--- src/rtl/heuristic_selector_stream.sv ---
// heuristic_selector_stream
//   Streaming WalkSAT flip selector. Collects a frame of up to NSAT candidate
//   flips (label + break value), then picks one per frame using a greedy
//   minimum-break choice, an optional zero-break override and a probabilistic
//   random walk driven by a 32-bit random word (from lfsr_prng).
//
//   Optional feature macro: HS_ZERO_OVERRIDE_EN
//     defined   -> a frame containing a zero-break candidate always selects the
//                  earliest such candidate, never the random walk.
//     undefined -> the random walk applies regardless of zero-break candidates.
//
//   Ports:
//     clk                 sole clock, rising edge
//     reset               asynchronous active-low reset
//     in_valid_i/in_ready_o     candidate beat handshake
//     current_flip_i      candidate label
//     break_value_i       candidate break value
//     last_i              final beat of the frame
//     random_i            random word, sampled with the frame-end beat
//     out_valid_o/out_ready_i   decision handshake
//     selected_flip_o     label of the chosen candidate
//     random_selection_o  decision came from the random walk
//     min_break_o         minimum break value of the frame
//     overflow_o          frame force-terminated at NSAT beats
module heuristic_selector_stream #(
   parameter int          NSAT                          = 7,
   parameter int          NSAT_BITS                     = 3,
   parameter int          MAX_CLAUSES_PER_VARIABLE_BITS = 5,
   parameter logic [31:0] P                             = 32'd268435455
) (
   input  logic                                     clk,
   input  logic                                     reset,
   input  logic                                     in_valid_i,
   output logic                                     in_ready_o,
   input  logic [NSAT_BITS-1:0]                     current_flip_i,
   input  logic [MAX_CLAUSES_PER_VARIABLE_BITS-1:0] break_value_i,
   input  logic                                     last_i,
   input  logic [31:0]                              random_i,
   output logic                                     out_valid_o,
   input  logic                                     out_ready_i,
   output logic [NSAT_BITS-1:0]                     selected_flip_o,
   output logic                                     random_selection_o,
   output logic [MAX_CLAUSES_PER_VARIABLE_BITS-1:0] min_break_o,
   output logic                                     overflow_o
);

   localparam int CW = NSAT_BITS + 1;
   localparam int BW = MAX_CLAUSES_PER_VARIABLE_BITS;

   typedef enum logic [1:0] {
      ACCUM  = 2'd0,
      DECIDE = 2'd1,
      OUT    = 2'd2
   } state_t;

   state_t                state_r;
   state_t                state_next_s;
   logic                  in_ready_r;
   logic [CW-1:0]         cnt_r;
   logic [NSAT_BITS-1:0]  slot_r [NSAT];
   logic [NSAT_BITS-1:0]  best_label_r;
   logic [BW-1:0]         best_break_r;
   logic                  zero_seen_r;
   logic                  overflow_r;
   logic [31:0]           rnd_r;
   logic                  out_valid_r;
   logic [NSAT_BITS-1:0]  sel_r;
   logic                  rs_r;
   logic [BW-1:0]         min_break_r;

   logic                  accept_s;
   logic                  frame_end_s;
   logic                  handshake_s;
   logic                  walk_s;
   logic [CW-1:0]         walk_idx_s;
   logic [NSAT_BITS-1:0]  walk_label_s;
   logic [NSAT_BITS-1:0]  dec_label_s;
   logic                  dec_random_s;

   assign accept_s    = in_valid_i & in_ready_r & (state_r == ACCUM);
   // The NSAT-th beat (cnt == NSAT-1 before increment) closes the frame even without last_i.
   assign frame_end_s = accept_s & (last_i | (cnt_r == CW'(NSAT - 1)));
   assign handshake_s = out_valid_r & out_ready_i;

   // Next-state logic
   always_comb begin
      state_next_s = state_r;
      case (state_r)
         ACCUM: begin
            if (frame_end_s) state_next_s = DECIDE;
            else             state_next_s = ACCUM;
         end
         DECIDE: state_next_s = OUT;
         OUT: begin
            if (out_ready_i) state_next_s = ACCUM;
            else             state_next_s = OUT;
         end
         default: state_next_s = ACCUM;
      endcase
   end

   // Decision logic: random-walk index scales rnd[15:0] by cnt so it is always < cnt
   always_comb begin
      walk_s       = (rnd_r < P);
      walk_idx_s   = CW'(({{CW{1'b0}}, rnd_r[15:0]} * {16'd0, cnt_r}) >> 5'd16);
      walk_label_s = slot_r[0];
      for (int i = 0; i < NSAT; i++) begin
         if (walk_idx_s == CW'(i)) walk_label_s = slot_r[i];
         else                      walk_label_s = walk_label_s;
      end
      if (walk_s) begin
         dec_label_s  = walk_label_s;
         dec_random_s = 1'b1;
      end else begin
         dec_label_s  = best_label_r;
         dec_random_s = 1'b0;
      end
`ifdef HS_ZERO_OVERRIDE_EN
      // Strict-less-than tracking makes best_label the earliest zero when one exists.
      if (zero_seen_r) begin
         dec_label_s  = best_label_r;
         dec_random_s = 1'b0;
      end else begin
         dec_label_s  = dec_label_s;
         dec_random_s = dec_random_s;
      end
`endif
   end

   // State and input-ready registers; ready follows the state being entered
   always_ff @(posedge clk or negedge reset) begin
      if (!reset) begin
         state_r    <= ACCUM;
         in_ready_r <= 1'b0;
      end else begin
         state_r    <= state_next_s;
         in_ready_r <= (state_next_s == ACCUM);
      end
   end

   // Frame accumulation: slots, count, running minimum, zero flag, overflow, random latch
   always_ff @(posedge clk or negedge reset) begin
      if (!reset) begin
         cnt_r        <= {CW{1'b0}};
         best_label_r <= {NSAT_BITS{1'b0}};
         best_break_r <= {BW{1'b0}};
         zero_seen_r  <= 1'b0;
         overflow_r   <= 1'b0;
         rnd_r        <= 32'd0;
         for (int i = 0; i < NSAT; i++) slot_r[i] <= {NSAT_BITS{1'b0}};
      end else if (handshake_s) begin
         cnt_r        <= {CW{1'b0}};
         best_label_r <= {NSAT_BITS{1'b0}};
         best_break_r <= {BW{1'b0}};
         zero_seen_r  <= 1'b0;
         overflow_r   <= 1'b0;
      end else if (accept_s) begin
         for (int i = 0; i < NSAT; i++) begin
            if (cnt_r == CW'(i)) slot_r[i] <= current_flip_i;
         end
         cnt_r <= cnt_r + {{(CW-1){1'b0}}, 1'b1};
         if ((cnt_r == {CW{1'b0}}) || (break_value_i < best_break_r)) begin
            best_label_r <= current_flip_i;
            best_break_r <= break_value_i;
         end
         if (break_value_i == {BW{1'b0}}) zero_seen_r <= 1'b1;
         if (frame_end_s) begin
            rnd_r      <= random_i;
            overflow_r <= ~last_i;
         end
      end
   end

   // Decision output registers, held until the consumer accepts
   always_ff @(posedge clk or negedge reset) begin
      if (!reset) begin
         out_valid_r <= 1'b0;
         sel_r       <= {NSAT_BITS{1'b0}};
         rs_r        <= 1'b0;
         min_break_r <= {BW{1'b0}};
      end else if (state_r == DECIDE) begin
         out_valid_r <= 1'b1;
         sel_r       <= dec_label_s;
         rs_r        <= dec_random_s;
         min_break_r <= best_break_r;
      end else if (handshake_s) begin
         out_valid_r <= 1'b0;
      end
   end

   assign in_ready_o         = in_ready_r;
   assign out_valid_o        = out_valid_r;
   assign selected_flip_o    = sel_r;
   assign random_selection_o = rs_r;
   assign min_break_o        = min_break_r;
   assign overflow_o         = overflow_r;

endmodule

--- config.mk ---
export PLATFORM = sky130hd
export DESIGN_NAME = heuristic_selector_stream
export DESIGN_NICKNAME = d
export VERILOG_FILES = /design/src/rtl/heuristic_selector_stream.sv
export SDC_FILE = /design/constraint.sdc
export NUM_CORES = 1
export LEC_CHECK = 0
export ABC_AREA = 1
export ABC_CLOCK_PERIOD_IN_PS = 5250
export CAP_MARGIN = 0
export CELL_PAD_IN_SITES_DETAIL_PLACEMENT = 0
export CELL_PAD_IN_SITES_GLOBAL_PLACEMENT = 1
export CORE_MARGIN = 1.5
export CORE_UTILIZATION = 43
export DETAILED_ROUTE_END_ITERATION = 8
export GPL_TIMING_DRIVEN = 0
export PLACE_DENSITY = 0.86
export SLEW_MARGIN = 20
export SYNTH_ARGS = -nofsm -noshare
export SYNTH_HDL_FRONTEND = slang
export SYNTH_SLANG_ARGS = --single-unit
--- constraint.sdc ---
create_clock -name clk -period 5.25 [get_ports clk]
set_input_delay 1.05 -clock clk [delete_from_list [all_inputs] [get_ports clk]]
set_output_delay 1.05 -clock clk [all_outputs]
set_load 0.01 [all_outputs]
==> metrics.md, run 1 <==
| Metric | Value |
|---|---|
| Area Growth Syn to Fin | `19.2%` |
| Total congestion overflow | `0` |
| Io pins | `57` |
| #FFs+latches synth | `a little under 80` |
| CORE AREA | `12,800 um2` |
| Ys async rst share | `100%` |
| Cells after DPL | `between 900 and 1,000` |
| Final Instance Area | `6770 um2` |
| Setup_tns | `0 ps` |
| H-Tree Depth | `3` |
| IO buf count | `56` |
| Relative slew margins | `62.4%` |
| Post-cts resize count | `0` |
| Commonest non-fill, non-tap cell in the layout | `nand2_1` |
| Total Nets Final | `885` |
| Worst-path clk slew | `60 ps` |
| Clock Sinks | `79` |
| Final setup violation count | `0` |
| DP HPWL | `between 10 and 15 mm` |
| Clock buffer depth | `2` |
| Total number of vias | `4,679` |
| Die area | `13,900 um2` |
| Cell Area, Synth | `5680 um2` |
| Most frequent cells in the layout | `164 x nand2_1, 158 x inv_1, 79 x dfrtp_1` |
| Antenna-violating nets left | `0` |
| Total Wirelength | `roughly 13 mm` |
| Final core occ | `53.0%` |
| Starting DRT DRC Count | `266` |
| Worst skew pair latency | `between 300 and 400 ps` |
| CP most frequent cell | `nand2_1` |
| Final hold violations | `0` |
| DP Area | `6480 um2` |
| Largest net degree at the start of global routing | `58` |
| Crit path cell chain | `clkbuf_1 -> clkbuf_1 -> nand2_1 -> fa_1 -> fa_1 -> inv_1 -> ha_1 -> a21oi_1 -> nor2_1 -> o21ai_1 -> nand2_1 -> nand2_1 -> nand4_1 -> nand2_4 -> nand3_2 -> nor2_1 -> o21bai_2 -> inv_1 -> nand2_1 -> nand2_1 -> nand2_1 -> nand2_1` |
| Final GP Congestion | `0.822` |
| Final min period | `4450 ps` |
| Rows | `41` |
| Antenna cells | `0` |
| Starting Density | `~44%` |
| Worst VDD drop | `~300 uV` |
| Num CTS Buffers | `9` |
| RSZ-0062 raised after global routing | `no` |
| DR WL/cell | `13.1 um` |
| Setup repair bufs after CTS | `0` |
| Vias in the first global route | `4,729` |
| CTS Root Buffer Type | `clkbuf_16` |
| Top_reg_cell synth | `dfrtp_1` |
| Largest delay contributor family on the critical path | `adder cells` |
| Share of cells above drive strength 1 | `approximately 10%` |
| Yosys cell types | `39` |
| Mapped Nets | `817` |
| Syn avg cell area | `7.94 um2` |
| CTS tree | `built` |
| Worst Setup End Kind | `register` |
| Initial antenna violation count | `0` |
| EDFF count, synth | `0` |
| Pleak | `3.64 nW` |
| Crit-path slowest cell | `fa_1` |
| F_max | `roughly 220 MHz` |
| Status | `complete, no violations` |
| Finished Layout Cells | `960` |
| Pwr per Cell Area | `538 nW/um2` |
| Number of synthesis warnings | `0` |
| First-pass GRT wire length | `22.1 mm` |
| Die X | `approximately 120 um` |
| Fillcell total | `~1,200` |
| Register area share after synthesis | `between 30% and 40%` |
| Max-slew violation count | `0` |
| Synth area leader | `dfrtp_1` |
| Yosys top cell area share | `34.8%` |
| Crit path largest cell delay | `530 ps` |
| Cells after synthesis | `715` |
| Drt drc | `0` |
| Worst-path fanout max | `10` |
| Setup CP Type | `reg -> reg` |
| CP required | `5480 ps` |
| Buf/Inv on CP | `4` |
| Clk_skew | `8.97 ps` |
| Critical Path AT | `between 4000 and 5000 ps` |
| Chip height | `about 120 um` |
| Vias per std cell | `4.87` |
| Least-Margin Pin Slew | `563 ps` |
| Total power | `0.00364 W` |
| Pre-antenna DRT Iters | `4` |
| GRT Util Overall | `19.4%` |
| Main area contributors after synthesis | `dfrtp_1 35%, nand2_1 11%, inv_1 10%` |
| Hold_buf cts | `0` |
| Worst Setup Start Kind | `register` |
| Max_cap viols | `0` |
| Hold WC Path Type | `reg -> reg` |
| Tcrit/Tclk final | `84.8%` |
[report_power, final]
group / total (W) / internal [W] / switching, W
logic: 0.00193 / 0.000736 / 0.00119
registers: 0.00111 / 0.000886 / 0.000225
clock network: 0.000606 / 0.000368 / 0.000238
total: 0.00364 / 0.00199 / 0.00165
[path summary, 6_finish.rpt]
check	start	end	slack [ps]	depth (start not counted)
worst max-delay path	cnt_r[3]	selected_flip_o[1]	800	22
worst min-delay path	slot_r[1]	slot_r[1]	480	2
worst max register to register	cnt_r[3]	selected_flip_o[1]	800	22
worst min register to register	slot_r[1]	slot_r[1]	480	2
max in group asynchronous	reset	rnd_r[9]	4050	2
min in group asynchronous	reset	selected_flip_o[2]	610	1
[state kept, by name, summed over array words and instances, names as in the netlist]
signal / count
best_break_r: 5
best_label_r: 3
cnt_r: 4
in_ready_o: 1
min_break_o: 5
out_valid_o: 1
overflow_o: 1
random_selection_o: 1
rnd_r: 32
selected_flip_o: 3
slot_r: 21
state_r: 2
[cells by family after synthesis]
kind of cell | Yosys count | share of synthesized area [%]
AND/OR/NAND/NOR | 271 | 22.4
flip-flops | 79 | 34.8
adder cells (fa/ha/maj) | 57 | 16.1
multiplexers | 20 | 3.97
AO/OA/AOI/OAI | 105 | 10.2
buffers and inverters | 183 | 12.5
[final cells by class]
class	count	area (um2)	area share [%]
timing repair buffer	57	586	8.65
inverter	168	641	9.47
sequential	79	1980	29.2
tap	172	215	3.18
buffer	15	67.6	0.998
clock buffer	11	233	3.44
clock inverter	5	56.3	0.832
multi-input combinational	453	2990	44.2
[worst reg2reg max path, stage by stage, from the launching register on]
cell,delay [ps]
dfrtp_1,350
clkbuf_1,420
clkbuf_1,430
nand2_1,140
fa_1,490
fa_1,530
inv_1,50
ha_1,320
a21oi_1,210
nor2_1,60
o21ai_1,120
nand2_1,70
nand2_1,90
nand4_1,140
nand2_4,160
nand3_2,130
nor2_1,200
o21bai_2,150
inv_1,50
nand2_1,50
nand2_1,70
nand2_1,80
nand2_1,50
[layer usage]
| layer | wire (um) | track usage (%) | part of all wire [%] |
|---|---|---|---|
| met5 | 0 | 0 | 0 |
| met4 | 121 | 4.80 | 0.96 |
| met3 | 631 | 3.83 | 5.0 |
| met2 | 5920 | 32.2 | 47 |
| met1 | 5940 | 26.2 | 47 |
[synthesized netlist by cell type, types with 2 or more instances]
master	number
inv_2	7
nand4_1	13
o22ai_1	3
inv_4	2
nand3_2	6
nand2_4	5
fa_1	27
dfrtp_1	79
mux2_2	20
nor2_4	2
o21bai_1	2
nor4_1	5
buf_2	3
o21a_1	5
nor3_1	4
nand2_1	164
buf_4	2
nor2_8	2
nand3_1	21
o21ai_0	48
o21ai_1	7
ha_1	30
nor2_1	38
nand2_2	7
a21o_1	2
a31oi_1	3
a21oi_1	30
inv_1	158
clkbuf_1	10
[per-stage QoR]
step | setup WS, ps | hold slack [ps]
final | 799 | 483
after global routing | 454 | 512
after CTS | 829 | 488
after detailed placement | 834 | 472
after global placement | 484 | 470
after floorplan | 1470 | 448
Power figures use the tool's default switching activity.
==> inputs of run 2 (changes only) <==
--- a/config.mk
+++ b/config.mk
@@ -6,15 +6,15 @@
 export NUM_CORES = 1
 export LEC_CHECK = 0
 export ABC_AREA = 1
-export ABC_CLOCK_PERIOD_IN_PS = 5250
+export ABC_CLOCK_PERIOD_IN_PS = 3900
 export CAP_MARGIN = 0
 export CELL_PAD_IN_SITES_DETAIL_PLACEMENT = 0
 export CELL_PAD_IN_SITES_GLOBAL_PLACEMENT = 1
 export CORE_MARGIN = 1.5
-export CORE_UTILIZATION = 43
+export CORE_UTILIZATION = 39
 export DETAILED_ROUTE_END_ITERATION = 8
 export GPL_TIMING_DRIVEN = 0
-export PLACE_DENSITY = 0.86
+export PLACE_DENSITY = 0.82
 export SLEW_MARGIN = 20
 export SYNTH_ARGS = -nofsm -noshare
 export SYNTH_HDL_FRONTEND = slang
==> constraint.sdc (replaced) <==
create_clock -name clk -period 3.9 [get_ports clk]
set_input_delay 0.78 -clock clk [delete_from_list [all_inputs] [get_ports clk]]
set_output_delay 0.78 -clock clk [all_outputs]
set_load 0.01 [all_outputs]
==> run 2 against run 1 <==
  * Sequential share of layout area down 2.6 points
  * Clock skew down 0.65 ps
  * Design area up 9.7%
  * Power up 60%
  * Non-clock buffer count up 15
  * Worst hold slack worse by 150 ps
  * Flip-flop and latch count unchanged
  * First-iteration DRC count down 8.3%
  * Core utilization down 0.11 points
  * Global-route usage down 1.0 points
  * Critical path depth up 3
  * Largest power group unchanged
==> metrics.md, run 2 (synthesis gave the netlist of run 1 again) <==
| Metric | Value |
|---|---|
| Status | `complete, no violations` |
| Biggest regs | `rnd_r: 32 flops, slot_r: 21 flops` |
| Pwr per Cell Area | `783 nW/um2` |
| Final hold violations | `0` |
| Die area | `15,300 um2` |
| Critical Path AT | `4030 ps` |
| Hold WC Path Type | `in -> async` |
| Fillcell total | `1,264` |
| DR WL/cell | `13.7 um` |
| Tcrit/Tclk final | `97.4%` |
| Share of cells above drive strength 1 | `20.8%` |
| Area Growth Syn to Fin | `30.8%` |
| Io pins | `57` |
| Num CTS Buffers | `9` |
| Total congestion overflow | `0` |
| Initial antenna violation count | `0` |
| Total power | `0.00582 W` |
| DP HPWL | `a little over 10 mm` |
| CP required | `4130 ps` |
| Total Wirelength | `13.5 mm` |
| CTS Root Buffer Type | `clkbuf_16` |
| GRT Util Overall | `18.4%` |
| Crit-path slowest cell | `fa_1` |
| Worst Setup Start Kind | `register` |
| Final setup violation count | `0` |
| Clock Sinks | `79` |
| Final Instance Area | `7420 um2` |
| Antenna cells | `0` |
| Pre-antenna DRT Iters | `4` |
| Vias per std cell | `4.87` |
| Starting Density | `40.4%` |
| Most flops, register | `rnd_r` |
| Max_cap viols | `0` |
| CP most frequent cell | `nand2_1` |
| CTS tree | `built` |
| RSZ-0062 raised after global routing | `yes` |
| Commonest non-fill, non-tap cell in the layout | `inv_1` |
| Largest register FFs | `32` |
| Vias in the first global route | `4,846` |
| Antenna-violating nets left | `0` |
| Total Nets Final | `900` |
| Most frequent cells in the layout | `147 x inv_1, 146 x nand2_1, 77 x dfrtp_1` |
| Rows | `43` |
| Final min period | `3800 ps` |
| DP Area | `6490 um2` |
| Largest net degree at the start of global routing | `59` |
| CORE AREA | `14,000 um2` |
| Hold_buf cts | `0` |
| Worst Setup End Kind | `register` |
| Worst skew pair latency | `340 ps` |
| Pleak | `3.83 nW` |
| Final GP Congestion | `0.830` |
| Total number of vias | `4,781` |
| H-Tree Depth | `3` |
| F_max | `around 260 MHz` |
| Worst VDD drop | `452 uV` |
| Setup CP Type | `reg -> reg` |
| Drt drc | `0` |
| Max-slew violation count | `0` |
| Crit path largest cell delay | `approximately 540 ps` |
| Worst-path clk slew | `60 ps` |
| Worst-path fanout max | `8` |
| Clock buffer depth | `2` |
| Chip height | `124 um` |
| First-pass GRT wire length | `22.3 mm` |
| Starting DRT DRC Count | `244` |
| Least-Margin Pin Slew | `between 500 and 600 ps` |
| Clk_skew | `8.32 ps` |
| IO buf count | `56` |
| Relative slew margins | `65.2%` |
| Die X | `124 um` |
## run 2: cell types whose count changed in the layout (fill, tap and decap cells not counted), sizes merged
cell	previous run	this run
bufinv	1	2
buf	7	25
clkinv	2	1
clkbuf	21	17
## run 2: timing repair
item,in CTS,in global routing
endpoints found under the setup margin,3,3
gates cloned,0,3
pin swaps,2,47
gates resized for setup,10,107
buffers inserted,2,12
## run 2: final timing paths
kind                                       to  slack [ps]        from  cells past startpoint
max reg2reg                selected_flip_o[1]         100    cnt_r[1]                     25
max in group asynchronous            cnt_r[1]        2980       reset                      2
min                                 rnd_r[26]         340       reset                      1
min reg2reg                        slot_r[17]         490  slot_r[17]                      2
min in group clk                   slot_r[17]         490  slot_r[17]                      2
max                        selected_flip_o[1]         100    cnt_r[1]                     25
## run 2: layout make-up
cell class,instances,area (um2),area share (%)
Buffer,13,91.3,1.23
Clock buffer,10,239,3.22
Clock inverter,5,81.3,1.10
Inverter,168,643,8.66
Multi-Input combinational cell,453,3400,45.8
Sequential cell,79,1980,26.7
Tap cell,180,225,3.03
Timing Repair Buffer,74,763,10.3
## run 2: metal layers
metal  wire [um]  GRT usage (%)  vias to the layer above
met5           0              0                        -
met4         156           4.53                        0
met3         470           2.75                       14
met2        6280           30.3                       94
met1        6570           25.5                     2285
li1            -              -                     2388
## run 2: where the power goes
group / internal (W) / switching, W / leakage (nW) / total, W
clock network: 0.000575 / 0.000317 / 0.155 / 0.000891
registers: 0.00119 / 0.000324 / 0.957 / 0.00152
logic: 0.00145 / 0.00196 / 2.71 / 0.00340
## run 2: through the flow
stage	setup TNS [ps]	hold WS [ps]	utilization [%]	std cells	worst slack, ps
global route	-330	349	52.9	982	-126
CTS	0	338	48.8	967	4.59
detailed placement	-1230	478	46.2	952	-422
global placement	-53540	468	46.0	951	-671
floorplan	0	448	-	715	119
finish	0	336	52.9	982	101
## run 2: worst max-delay path: cells and delay by family (launching register included)
kind	cells	cell delay, ps
AOI/OAI and AO/OA	1	120
buffers and inverters	6	450
adders and majority gates	3	1340
and+or+nand+nor	15	1310
DFF	1	480
==> inputs of run 3 (changes only) <==
--- a/config.mk
+++ b/config.mk
@@ -13,8 +13,9 @@
 export CORE_MARGIN = 1.5
 export CORE_UTILIZATION = 39
 export DETAILED_ROUTE_END_ITERATION = 8
+export GPL_ROUTABILITY_DRIVEN = 1
 export GPL_TIMING_DRIVEN = 0
-export PLACE_DENSITY = 0.82
+export PLACE_DENSITY = 0.87
 export SLEW_MARGIN = 20
 export SYNTH_ARGS = -nofsm -noshare
 export SYNTH_HDL_FRONTEND = slang
==> run 3 against run 2 <==
  * Non-clock buffer count decreased by 6
  * Design area decreased by 2.3%
  * Register-to-register slack is essentially flat
  * Final cell count fell by 0.61%
  * Power decreased by 4.9%
==> metrics.md, run 3 (synthesis gave the netlist of run 1 again) <==
| Metric | Value |
|---|---|
| Status | `complete, no violations` |
| Die area | `between 15,000 and 20,000 um2` |
| Worst VDD drop | `roughly 420 uV` |
| Int Power | `0.00308 W` |
| CP required | `4130 ps` |
| Sequential Area | `1980 um2` |
| Vias per std cell | `approximately 4.8` |
| Psw | `0.00245 W` |
| Rows | `between 40 and 50` |
| Starting DRT DRC Count | `200` |
| Worst-path clk slew | `60 ps` |
| Final GP Congestion | `between 0.8 and 0.9` |
| CP most frequent cell | `nand2_1` |
| Clock network fraction of total power | `16.3%` |
| Antenna cells | `0` |
| Worst setup path startpoint | `cnt_r[1]` |
| Total power | `~0.0055 W` |
| Clk_skew | `approximately 7.9 ps` |
| Least-Margin Pin Slew | `about 470 ps` |
| Largest register FFs | `32` |
| Vias in the first global route | `around 4,400` |
| Setup_tns | `0 ps` |
| Multi-input logic area | `3300 um2` |
| CTS tree | `built` |
| Io pins | `57` |
| Worst Setup Start Kind | `register` |
| Max-slew violation count | `0` |
| Worst-path fanout max | `17` |
| WP depth | `25` |
| CORE AREA | `~14,000 um2` |
| Sw frac | `44.3%` |
| Flop pwr share | `27.0%` |
| F_max | `264 MHz` |
| Crit-path slowest cell | `fa_1` |
| Share of cells above drive strength 1 | `between 10% and 20%` |
| Hold_buf cts | `0` |
| Drt drc | `0` |
| FF-to-FF End | `selected_flip_o[1]` |
| Tcrit/Tclk final | `97.1%` |
| Clock buffer depth | `2` |
| Max_cap viols | `0` |
| H-Tree Depth | `3` |
| Reg2Reg Depth | `25` |
| Setup slack, reg-to-reg | `110 ps` |
| Largest delay contributor family on the critical path | `simple AND/OR/NAND/NOR gates` |
| RSZ-0062 raised after global routing | `yes` |
| Crit path largest cell delay | `around 540 ps` |
| Area Growth Syn to Fin | `27.8%` |
| Final core occ | `51.7%` |
| Initial antenna violation count | `0` |
| Combinational group share of total power | `56.8%` |
| Crit path capture | `selected_flip_o[1]` |
| Fillcell total | `around 1,300` |
| Most flops, register | `rnd_r` |
| DR WL/cell | `13.1 um` |
| Total Wirelength | `12.8 mm` |
| Pleak | `3.75 nW` |
| Final min period | `3790 ps` |
| Pre-antenna DRT Iters | `4` |
| Relative slew margins | `68.2%` |
| CTS Root Buffer Type | `clkbuf_16` |
| Total Nets Final | `894` |
| GRT Util Overall | `17.5%` |
| IO buf count | `56` |
| Biggest regs | `rnd_r: 32 flops, slot_r: 21 flops` |
| Die X | `124 um` |
| Chip height | `approximately 120 um` |
| Setup CP Type | `reg -> reg` |
| Most frequent cells in the layout | `152 x inv_1, 150 x nand2_1, 78 x dfrtp_1` |
| First-pass GRT wire length | `approximately 21 mm` |
| Worst skew pair latency | `about 340 ps` |
| Final Instance Area | `7260 um2` |
| Largest net degree at the start of global routing | `48` |
| Critical Path AT | `4020 ps` |
| Reg2reg start | `cnt_r[1]` |
| Total number of vias | `4,645` |
| DP HPWL | `9.57 mm` |
| Antenna-violating nets left | `0` |
| Hold WC Path Type | `in -> async` |
| Total congestion overflow | `0` |
| Starting Density | `40.4%` |
| DP Area | `6490 um2` |
| Final setup violation count | `0` |
| Num CTS Buffers | `9` |
| Clock Sinks | `between 70 and 80` |
| Worst Setup End Kind | `register` |
| Commonest non-fill, non-tap cell in the layout | `inv_1` |
| Final hold violations | `0` |
| Pwr per Cell Area | `between 700 and 800 nW/um2` |
| Buf/Inv on CP | `6` |
[run 3: cell count changes in the layout (fill, tap and decap cells not counted), sizes merged]
cell  previous run  this run
buf             25        19
[run 3: worst register-to-register path: cells and delay by family, from the launching register on]
family | cells | cell delay [ps]
AND/OR/NAND/NOR | 15 | 1350
adder cells (fa/ha/maj) | 3 | 1340
buffers and inverters | 6 | 450
flip-flops | 1 | 410
AO/OA/AOI/OAI | 1 | 100
[run 3: worst min-delay path by stage]
stage / start / endpoint / slack (ps) / cells past startpoint
final: reset / slot_r[8] / 390 / 1
after global routing: reset / slot_r[8] / 420 / 1
after CTS: reset / slot_r[8] / 390 / 1
after detailed placement: slot_r[1] / slot_r[1] / 470 / 2
after global placement: slot_r[20] / slot_r[20] / 470 / 2
after floorplan: slot_r[0] / slot_r[0] / 450 / 2
[run 3: timing repair]
action,CTS,global route
resized for setup,11,73
buffers inserted,1,9
setup endpoints to repair,3,3
cloned,0,1
pin swaps,0,35
[run 3: metrics by stage]
stage / hold WS, ps / cells / worst slack (ps)
2_1_floorplan: 448 / 715 / 119
3_3_place_gp: 467 / 951 / -783
3_5_place_dp: 473 / 952 / -567
4_1_cts: 391 / 966 / 4.13
5_1_grt: 420 / 976 / -94.4
6_report: 385 / 976 / 114
[run 3: cell type report]
type	instances	area share, %
inverter	168	8.86
timing repair buffer	68	9.47
sequential	79	27.3
multi-input combinational	453	45.5
tap	180	3.10
buffer	13	1.36
clock inverter	5	1.12
clock buffer	10	3.29
[run 3: metal layers]
layer | GRT usage [%] | share of wire (%)
met3 | 2.38 | 3.0
met2 | 28.0 | 45
met4 | 6.25 | 2.2
met5 | 0 | 0
met1 | 24.3 | 50
[run 3: power groups by stage]
stage	combinational (W)	sequential, W	clock (W)
final	0.00314	0.00149	0.000900
after global routing	0.00353	0.00154	0.000950
after CTS	0.00261	0.00148	0.000919
after detailed placement	0.00257	0.00149	0
after global placement	0.00253	0.00148	0
after floorplan	0.00191	0.00142	0
